File: config.mk
export PLATFORM = sky130hd
export DESIGN_NAME = ntsc_timing_gen
export DESIGN_NICKNAME = d
export VERILOG_FILES = /design/src/rtl/ntsc_timing_pkg.sv /design/src/rtl/ntsc_ce_div.sv /design/src/rtl/ntsc_timing_gen.sv
export SDC_FILE = /design/constraint.sdc
export NUM_CORES = 1
export LEC_CHECK = 0
export CORE_ASPECT_RATIO = 1.25
export CORE_MARGIN = 3
export CORE_UTILIZATION = 59
export CTS_CLUSTER_SIZE = 40
export DETAILED_ROUTE_END_ITERATION = 8
export PLACE_DENSITY = 0.85
export SLEW_MARGIN = 15
export SYNTH_ARGS = -nofsm -noshare
export SYNTH_HDL_FRONTEND = slang
export SYNTH_SLANG_ARGS = --single-unit
File: constraint.sdc
create_clock -name CK_i -period 5.4 [get_ports CK_i]
set_clock_uncertainty 0.05 [all_clocks]
set_input_delay 0.54 -clock CK_i [delete_from_list [all_inputs] [get_ports CK_i]]
set_output_delay 0.54 -clock CK_i [all_outputs]
set_load 0.02 [all_outputs]
File: src/rtl/ntsc_timing_pkg.sv
// Shared constants and types for the NTSC 240p timing generator.
// Holds the default raster timing, counter widths and the idle output set.
package ntsc_timing_pkg;

    localparam int unsigned HW = 10;
    localparam int unsigned VW = 9;

    localparam int unsigned NTSC_DIV           = 1;
    localparam int unsigned NTSC_H_TOTAL       = 910;
    localparam int unsigned NTSC_H_SYNC        = 67;
    localparam int unsigned NTSC_H_BURST_START = 76;
    localparam int unsigned NTSC_H_BURST_LEN   = 36;
    localparam int unsigned NTSC_H_ACT_START   = 150;
    localparam int unsigned NTSC_H_ACT_LEN     = 720;
    localparam int unsigned NTSC_V_TOTAL       = 262;
    localparam int unsigned NTSC_V_SYNC_START  = 3;
    localparam int unsigned NTSC_V_SYNC_LEN    = 3;
    localparam int unsigned NTSC_V_ACT_START   = 21;
    localparam int unsigned NTSC_V_ACT_LEN     = 240;

    typedef struct packed {
        logic          ck_ee;
        logic          xsync;
        logic          blank;
        logic          burst;
        logic          act;
        logic [HW-1:0] hcnt;
        logic [VW-1:0] vcnt;
        logic [HW-1:0] pix_x;
        logic          frame;
    } timing_out_t;

    localparam timing_out_t IDLE_OUT = '{
        ck_ee: 1'b0, xsync: 1'b1, blank: 1'b1, burst: 1'b0, act: 1'b0,
        hcnt: '0, vcnt: '0, pix_x: '0, frame: 1'b0
    };

    // Half-open window test [lo, lo+len), unsigned.
    function automatic logic in_range(input int unsigned x, input int unsigned lo,
                                      input int unsigned len);
        return (x >= lo) && (x < lo + len);
    endfunction

endpackage

File: src/rtl/ntsc_ce_div.sv
// Pixel-tick divider: tick_c pulses on the last of every DIV enabled clocks.
module ntsc_ce_div #(
    parameter int unsigned DIV = 1
) (
    input  logic clk,
    input  logic rst_n,
    input  logic en,
    output logic tick_c
);

    localparam int unsigned DW = (DIV > 1) ? $clog2(DIV) : 1;

    logic [DW-1:0] div_q;

    assign tick_c = en && (div_q == DW'(DIV - 1));

    always_ff @(posedge clk or negedge rst_n) begin
        if (!rst_n) begin
            div_q <= '0;
        end else if (!en || tick_c) begin
            div_q <= '0;
        end else begin
            div_q <= div_q + DW'(1);
        end
    end

endmodule

File: src/rtl/ntsc_timing_gen.sv
// NTSC 240p raster timing: H/V counters plus registered sync/blank/burst/active
// strobes, all updated together on each pixel tick.
module ntsc_timing_gen
    import ntsc_timing_pkg::*;
#(
    parameter int unsigned DIV           = NTSC_DIV,
    parameter int unsigned H_TOTAL       = NTSC_H_TOTAL,
    parameter int unsigned H_SYNC        = NTSC_H_SYNC,
    parameter int unsigned H_BURST_START = NTSC_H_BURST_START,
    parameter int unsigned H_BURST_LEN   = NTSC_H_BURST_LEN,
    parameter int unsigned H_ACT_START   = NTSC_H_ACT_START,
    parameter int unsigned H_ACT_LEN     = NTSC_H_ACT_LEN,
    parameter int unsigned V_TOTAL       = NTSC_V_TOTAL,
    parameter int unsigned V_SYNC_START  = NTSC_V_SYNC_START,
    parameter int unsigned V_SYNC_LEN    = NTSC_V_SYNC_LEN,
    parameter int unsigned V_ACT_START   = NTSC_V_ACT_START,
    parameter int unsigned V_ACT_LEN     = NTSC_V_ACT_LEN
) (
    input  logic          CK_i,
    input  logic          XAR_i,
    input  logic          EN_i,
    output logic          CK_EE_o,
    output logic          XSYNC_o,
    output logic          BLANK_o,
    output logic          BURST_o,
    output logic          ACT_o,
    output logic [HW-1:0] HCNT_o,
    output logic [VW-1:0] VCNT_o,
    output logic [HW-1:0] PIX_X_o,
    output logic          FRAME_o
);

    logic          tick_c;
    timing_out_t   out_q;
    timing_out_t   out_d;
    logic          h_wrap;
    logic [HW-1:0] h_nxt;
    logic [VW-1:0] v_nxt;
    logic          vsync_line;
    logic          act_nxt;

    ntsc_ce_div #(.DIV(DIV)) u_ce_div (
        .clk    (CK_i),
        .rst_n  (XAR_i),
        .en     (EN_i),
        .tick_c (tick_c)
    );

    // Next raster position and its decode; the register stores the counters
    // so the flags always describe the H/V presented alongside them.
    always_comb begin
        h_wrap = (out_q.hcnt == HW'(H_TOTAL - 1));
        h_nxt  = h_wrap ? '0 : out_q.hcnt + HW'(1);
        v_nxt  = out_q.vcnt;
        if (h_wrap) begin
            v_nxt = (out_q.vcnt == VW'(V_TOTAL - 1)) ? '0 : out_q.vcnt + VW'(1);
        end
        vsync_line = in_range(32'(v_nxt), V_SYNC_START, V_SYNC_LEN);
        act_nxt    = in_range(32'(h_nxt), H_ACT_START, H_ACT_LEN)
                  && in_range(32'(v_nxt), V_ACT_START, V_ACT_LEN);

        out_d       = out_q;
        out_d.ck_ee = 1'b0;
        if (!EN_i) begin
            out_d = IDLE_OUT;
        end else if (tick_c) begin
            out_d.ck_ee = 1'b1;
            out_d.hcnt  = h_nxt;
            out_d.vcnt  = v_nxt;
            out_d.xsync = vsync_line ? (32'(h_nxt) >= H_TOTAL - H_SYNC)
                                     : (32'(h_nxt) >= H_SYNC);
            out_d.burst = !vsync_line && in_range(32'(h_nxt), H_BURST_START, H_BURST_LEN);
            out_d.act   = act_nxt;
            out_d.blank = !act_nxt;
            out_d.pix_x = act_nxt ? h_nxt - HW'(H_ACT_START) : '0;
            out_d.frame = (h_nxt == '0) && (v_nxt == '0);
        end
    end

    always_ff @(posedge CK_i or negedge XAR_i) begin
        if (!XAR_i) begin
            out_q <= IDLE_OUT;
        end else begin
            out_q <= out_d;
        end
    end

    assign CK_EE_o = out_q.ck_ee;
    assign XSYNC_o = out_q.xsync;
    assign BLANK_o = out_q.blank;
    assign BURST_o = out_q.burst;
    assign ACT_o   = out_q.act;
    assign HCNT_o  = out_q.hcnt;
    assign VCNT_o  = out_q.vcnt;
    assign PIX_X_o = out_q.pix_x;
    assign FRAME_o = out_q.frame;

`ifndef SYNTHESIS
    always @(posedge CK_i) begin
        param_check: assert (DIV >= 1
                          && H_ACT_START + H_ACT_LEN <= H_TOTAL
                          && V_ACT_START + V_ACT_LEN <= V_TOTAL
                          && H_BURST_START + H_BURST_LEN <= H_ACT_START
                          && H_TOTAL <= (1 << HW) && V_TOTAL <= (1 << VW))
            else $error("ntsc_timing_gen: inconsistent timing parameters");
    end
`endif

endmodule

==> impl_metrics.py, run 1 <==
metrics = {
    "run_status": {
        "outcome": "complete, no violations",
    },
    "sta": {
        "finalMaxSlewViolations": 0,
        "fmax_ghz": 0.298,
        "setup_viol": 0,
        "fin_crit_sh": 0.622,
        "rsz0062_at_grt": "false",
        "fin_crit_ps": 3360,
        "relSlewSlack": 0.463,
        "final_hold_viol_count": 0,
        "worst_pin_slew_ps": 806,
        "tns_ps": 0,
    },
    "worst_setup_path": {
        "crit_slowest_cell": "dfrtp_1",
        "r2r_cells": 10,
        "worstPathArrival_ps": 3450,
        "cpPeakStageDelay_ps": 650,
        "cp.required_ps": 5490,
        "reg2reg_slack_ps": 2040,
        "startpoint": "HCNT_o[0]$_DFFE_PN0P_",
        "reg2reg_to": "PIX_X_o[8]$_DFFE_PN0P_",
        "crit_chain": "ha_1 > and3b_1 > and3b_1 > nor2_1 > ha_1 > nand3_1 > a211oi_1 > o32a_1 > o211ai_2 > o21ai_0",
        "crit_path_end_kind": "register",
        "r2r-start": "HCNT_o[0]$_DFFE_PN0P_",
        "setup.worst_path.end": "PIX_X_o[8]$_DFFE_PN0P_",
        "start_kind": "register",
        "critical_path_class": "reg2reg",
        "cp_max_fo": 16,
    },
    "min_path": {
        "min_path_type": "in2async",
    },
    "die": {
        "initial_core_util": 0.629,
        "die_h_um": 81.1,
        "ioPinCount": 38,
        "chipWidth_um": 66.0,
        "core_area_mm2": 0.00423,
        "rows": 26,
        "dieArea_mm2": 0.00535,
    },
    "route": {
        "via_per_inst": 6.26,
        "num_vias": 2453,
        "firstDrtPassIters": 5,
        "drt_iter0_markers": 246,
        "ant_nets": 0,
        "drc": 0,
        "drt-total-wl_mm": 6.61,
        "routedWlPerCell_um": 16.9,
    },
    "synthesis": {
        "yosysTopAreaCell": "dfrtp_1",
        "syn_nets": 323,
        "synth_area_mm2": 0.00266,
        "synth.ff_latch_count": 36,
        "synth_top_cell_area_share": 0.320,
        "synth_flop_cell": "dfrtp_1",
        "yosys_warnings": 0,
        "syn_inst": 314,
        "netlist_top_cells_area": "dfrtp_1 32%, nand2_1 5.9%, o21ai_0 4.7%, xor2_1 3.3%, and2_1 2.8%",
        "ys_seq_area_frac": 0.340,
        "async_flop_share": 1.00,
        "ys_types": 62,
        "synth-edff-count": 0,
        "synth_area_per_cell_um2": 8.47,
    },
    "clock_tree": {
        "hold_buffers": 0,
        "cts_tree": "done",
        "cts_sinks": 36,
        "clk_latency_ps": 290,
        "htreeDepth": 2,
        "root_buffer": "clkbuf_8",
        "cts_buffer_depth": 2,
        "numCtsBuffers": 5,
        "cts_resized": 0,
        "post_cts_buffers": 0,
        "clkTransAtPathRegs_ps": 80,
    },
    "finish": {
        "final_cell_area_mm2": 0.00309,
        "nets": 344,
        "drive_above_1_share": 0.0923,
        "num_antenna_cells": 0,
        "final_common_cell": "nand2_1",
        "area_delta_synth_final_pct": 16.1,
        "final_util": 0.730,
        "final_cells": 392,
        "most-common-layout-cells": "42 x nand2_1, 36 x clkdlybuf4s50_1, 34 x dfrtp_1",
    },
    "global_routing": {
        "grt_overflow": 0,
        "first_global_vias": 2365,
        "grt_pass1_wl_mm": 11.3,
        "grt_util_all_layers": 0.270,
        "antenna_found_initial": 0,
        "grt_max_degree": 37,
    },
    "pwr": {
        "cellLeakagePower_nw": 1.21,
        "power_density_mw_per_mm2": 181,
        "total_power_w": 0.000560,
        "max-vdd-ir-drop_uv": 159,
    },
    "placed_design": {
        "place_hpwl_mm": 4.71,
        "dp_cells": 384,
        "place.gp.congestion": 0.849,
        "place_area_mm2": 0.00298,
        "portBuffers": 37,
    },
    "job": {
        "cap_violations": 0,
    },
}
## power breakdown
part / internal [W] / switching [W]
logic: 0.0000137 / 0.0000270
clock network: 0.000137 / 0.000103
registers: 0.000273 / 0.00000668
## worst max-delay path, delay by kind of cell, from the launching register on
kind | cells | cell delay, ps
AND/OR/NAND/NOR | 4 | 1040
AO/OA/AOI/OAI | 4 | 970
flip-flops | 1 | 650
adder cells (fa/ha/maj) | 2 | 490
## flip-flops by register name, summed over array words and instances (netlist names)
signal / count
VCNT_o: 9
XSYNC_o: 1
CK_EE_o: 1
PIX_X_o: 10
BURST_o: 1
HCNT_o: 10
u_ce_div.div_q: 1
ACT_o: 1
BLANK_o: 1
FRAME_o: 1
## area by class of cell
type,instances,area (um^2)
multi-input combinational,249,1610
fill,347,1140
sequential,36,903
timing repair buffer,37,365
tap,56,70.1
clock buffer,5,68.8
clock inverter,3,42.5
inverter,6,22.5
## synthesized netlist by cell type, drive strengths merged, types with 3 or more instances
master	instances
o21ai	34
nand4	5
o21a	5
a211oi	6
o31ai	3
buf	13
clkbuf	10
dfrtp	34
and3	4
nor2	15
nand3	13
nand2b	5
nor2b	4
o211ai	6
a21boi	5
and4	4
xor2	10
xnor2	8
nand2	42
and2	12
a21o	4
a21oi	12
ha	6
nor3	13
a311oi	3
inv	5
## stage by stage
stage	setup slack, ps	hold slack [ps]
after floorplan	2500	194
after global placement	2220	412
after detailed placement	2090	415
after CTS	2080	314
after global routing	1760	358
final	2040	283
## metal layers
metal / global-route usage / routed length, um
met1: 0.352 / 2850
met2: 0.450 / 3310
met3: 0.0401 / 261
met4: 0.104 / 189
met5: 0 / 0
## cell families (layout without fill, tap and decap cells)
family	count (synthesis)	after routing	synth area share
fa+ha+maj	6	6	0.0282
xor+xnor	18	18	0.0593
mux	1	1	0.00376
simple gates	131	131	0.269
other cells	1	1	0.00141
compound gates	92	92	0.245
buf+inv	29	51	0.0532
flops	36	36	0.340
## how the worst min path moves through the flow
stage	end	slack, ps	cells after the start
3_5_place_dp	PIX_X_o[4]$_DFFE_PN0P_	420	2
2_1_floorplan	ACT_o$_DFFE_PN0P_	190	0
6_report	HCNT_o[0]$_DFFE_PN0P_	280	1
3_3_place_gp	PIX_X_o[4]$_DFFE_PN0P_	410	2
4_1_cts	HCNT_o[0]$_DFFE_PN0P_	310	1
5_1_grt	HCNT_o[9]$_DFFE_PN0P_	360	1
Note: power is estimated with default switching activity, not from simulation.
==> run 2: changes to the inputs <==
- CORE_UTILIZATION: 59 -> 50
- PLACE_DENSITY: 0.85 -> 0.77
- clock period: 5.4 -> 2.7 ns (I/O delays scaled with it)
==> impl_metrics.py, run 2 (same netlist as run 1, synthesis figures left out) <==
metrics = {
    "run_status": {
        "outcome": "complete, no violations",
    },
    "job": {
        "cap_violations": 0,
    },
    "min_path": {
        "min_path_type": "in2async",
    },
    "clock_tree": {
        "cts_buffer_depth": 2,
        "htreeDepth": 2,
        "cts_resized": 0,
        "root_buffer": "clkbuf_8",
        "post_cts_buffers": 0,
        "clkTransAtPathRegs_ps": 80,
        "numCtsBuffers": 5,
        "hold_buffers": 0,
        "cts_sinks": 36,
        "clk_latency_ps": 290,
        "cts_tree": "done",
    },
    "placed_design": {
        "place_hpwl_mm": 5.50,
        "place.gp.congestion": 0.926,
        "portBuffers": 37,
    },
    "pwr": {
        "max-vdd-ir-drop_uv": 262,
        "cellLeakagePower_nw": 1.36,
        "power_density_mw_per_mm2": 341,
    },
    "worst_setup_path": {
        "cp_num_buf_inv": 1,
        "start_kind": "register",
        "cpPeakStageDelay_ps": 440,
        "crit_path_end_kind": "register",
        "cp_max_fo": 6,
        "critical_path_class": "reg2reg",
        "crit_slowest_cell": "dfrtp_2",
        "cp.required_ps": 2840,
        "critPathTopFamily": "XOR/XNOR gates",
        "worstPathArrival_ps": 2690,
        "cp_common_cell": "xnor2_1",
        "crit_chain": "ha_1 > buf_4 > xnor2_1 > nor2_2 > ha_2 > o211ai_1 > and3_1 > o21ai_0 > xnor2_1 > o21ai_2",
    },
    "sta": {
        "relSlewSlack": 0.438,
        "fin_crit_ps": 2560,
        "final_hold_viol_count": 0,
        "fin_crit_sh": 0.947,
        "setup_viol": 0,
        "rsz0062_at_grt": "false",
        "fmax_ghz": 0.391,
        "worst_pin_slew_ps": 843,
        "tns_ps": 0,
        "finalMaxSlewViolations": 0,
    },
    "finish": {
        "final_util": 0.653,
        "num_antenna_cells": 0,
        "most-common-layout-cells": "42 x nand2_1, 36 x clkdlybuf4s50_1, 32 x dfrtp_1",
        "area_delta_synth_final_pct": 25.6,
        "drive_above_1_share": 0.181,
        "final_common_cell": "nand2_1",
        "nets": 373,
    },
    "route": {
        "num_vias": 2552,
        "drc": 0,
        "drt-total-wl_mm": 7.37,
        "drt_iter0_markers": 176,
        "via_per_inst": 5.98,
        "routedWlPerCell_um": 17.2,
        "firstDrtPassIters": 4,
        "ant_nets": 0,
    },
    "global_routing": {
        "first_global_vias": 2597,
        "grt_util_all_layers": 0.251,
        "grt_max_degree": 37,
        "grt_pass1_wl_mm": 12.4,
        "antenna_found_initial": 0,
        "grt_overflow": 0,
    },
    "die": {
        "die_h_um": 87.5,
        "chipWidth_um": 71.2,
        "core_area_mm2": 0.00512,
        "rows": 29,
        "dieArea_mm2": 0.00623,
        "ioPinCount": 38,
        "initial_core_util": 0.520,
    },
}
-- run 2: final timing paths --
kind	slack (ps)	cells after the start	startpoint	endpoint
setup reg to reg	140	10	HCNT_o[0]$_DFFE_PN0P_	PIX_X_o[9]$_DFFE_PN0P_
hold / removal	30	1	XAR_i	HCNT_o[1]$_DFFE_PN0P_
min in group CK_i	430	2	ACT_o$_DFFE_PN0P_	ACT_o$_DFFE_PN0P_
hold reg to reg	430	2	ACT_o$_DFFE_PN0P_	ACT_o$_DFFE_PN0P_
setup / recovery	140	10	HCNT_o[0]$_DFFE_PN0P_	PIX_X_o[9]$_DFFE_PN0P_
max in group asynchronous	1990	1	XAR_i	HCNT_o[0]$_DFFE_PN0P_
-- run 2: layer usage --
layer  vias up  wire (um)  track usage
li1       1229          -            -
met5         -          0            0
met2        89       3790        0.446
met4         0        233        0.126
met3        19        299       0.0333
met1      1215       3040        0.294
-- run 2: per-stage QoR --
| stage | hold WS (ps) | instance area, um^2 | power [W] | setup slack, ps | std cells |
|---|---|---|---|---|---|
| 6_report | 32.7 | 3340 | 0.00114 | 144 | 427 |
| 5_1_grt | 79.9 | 3340 | 0.00118 | 3.20 | 427 |
| 4_1_cts | 50.3 | 3340 | 0.00115 | 99.0 | 427 |
| 3_5_place_dp | 368 | 3230 | 0.000666 | 118 | 419 |
| 3_3_place_gp | 350 | 3230 | 0.000664 | 96.3 | 419 |
| 2_1_floorplan | -75.6 | 2680 | 0.000617 | 10.5 | 314 |
-- run 2: power by group --
part | leakage, nW | switching [W] | internal [W]
clock | 0.0541 | 0.000208 | 0.000273
sequential | 0.488 | 0.00000720 | 0.000546
combinational | 0.820 | 0.0000656 | 0.0000379
-- run 2: area by class of cell --
cell class | count | area, um^2
Clock buffer | 5 | 68.8
Clock inverter | 3 | 42.5
Fill cell | 454 | 1780
Inverter | 6 | 22.5
Multi-Input combinational cell | 249 | 1630
Sequential cell | 36 | 906
Tap cell | 62 | 77.6
Timing Repair Buffer | 66 | 596
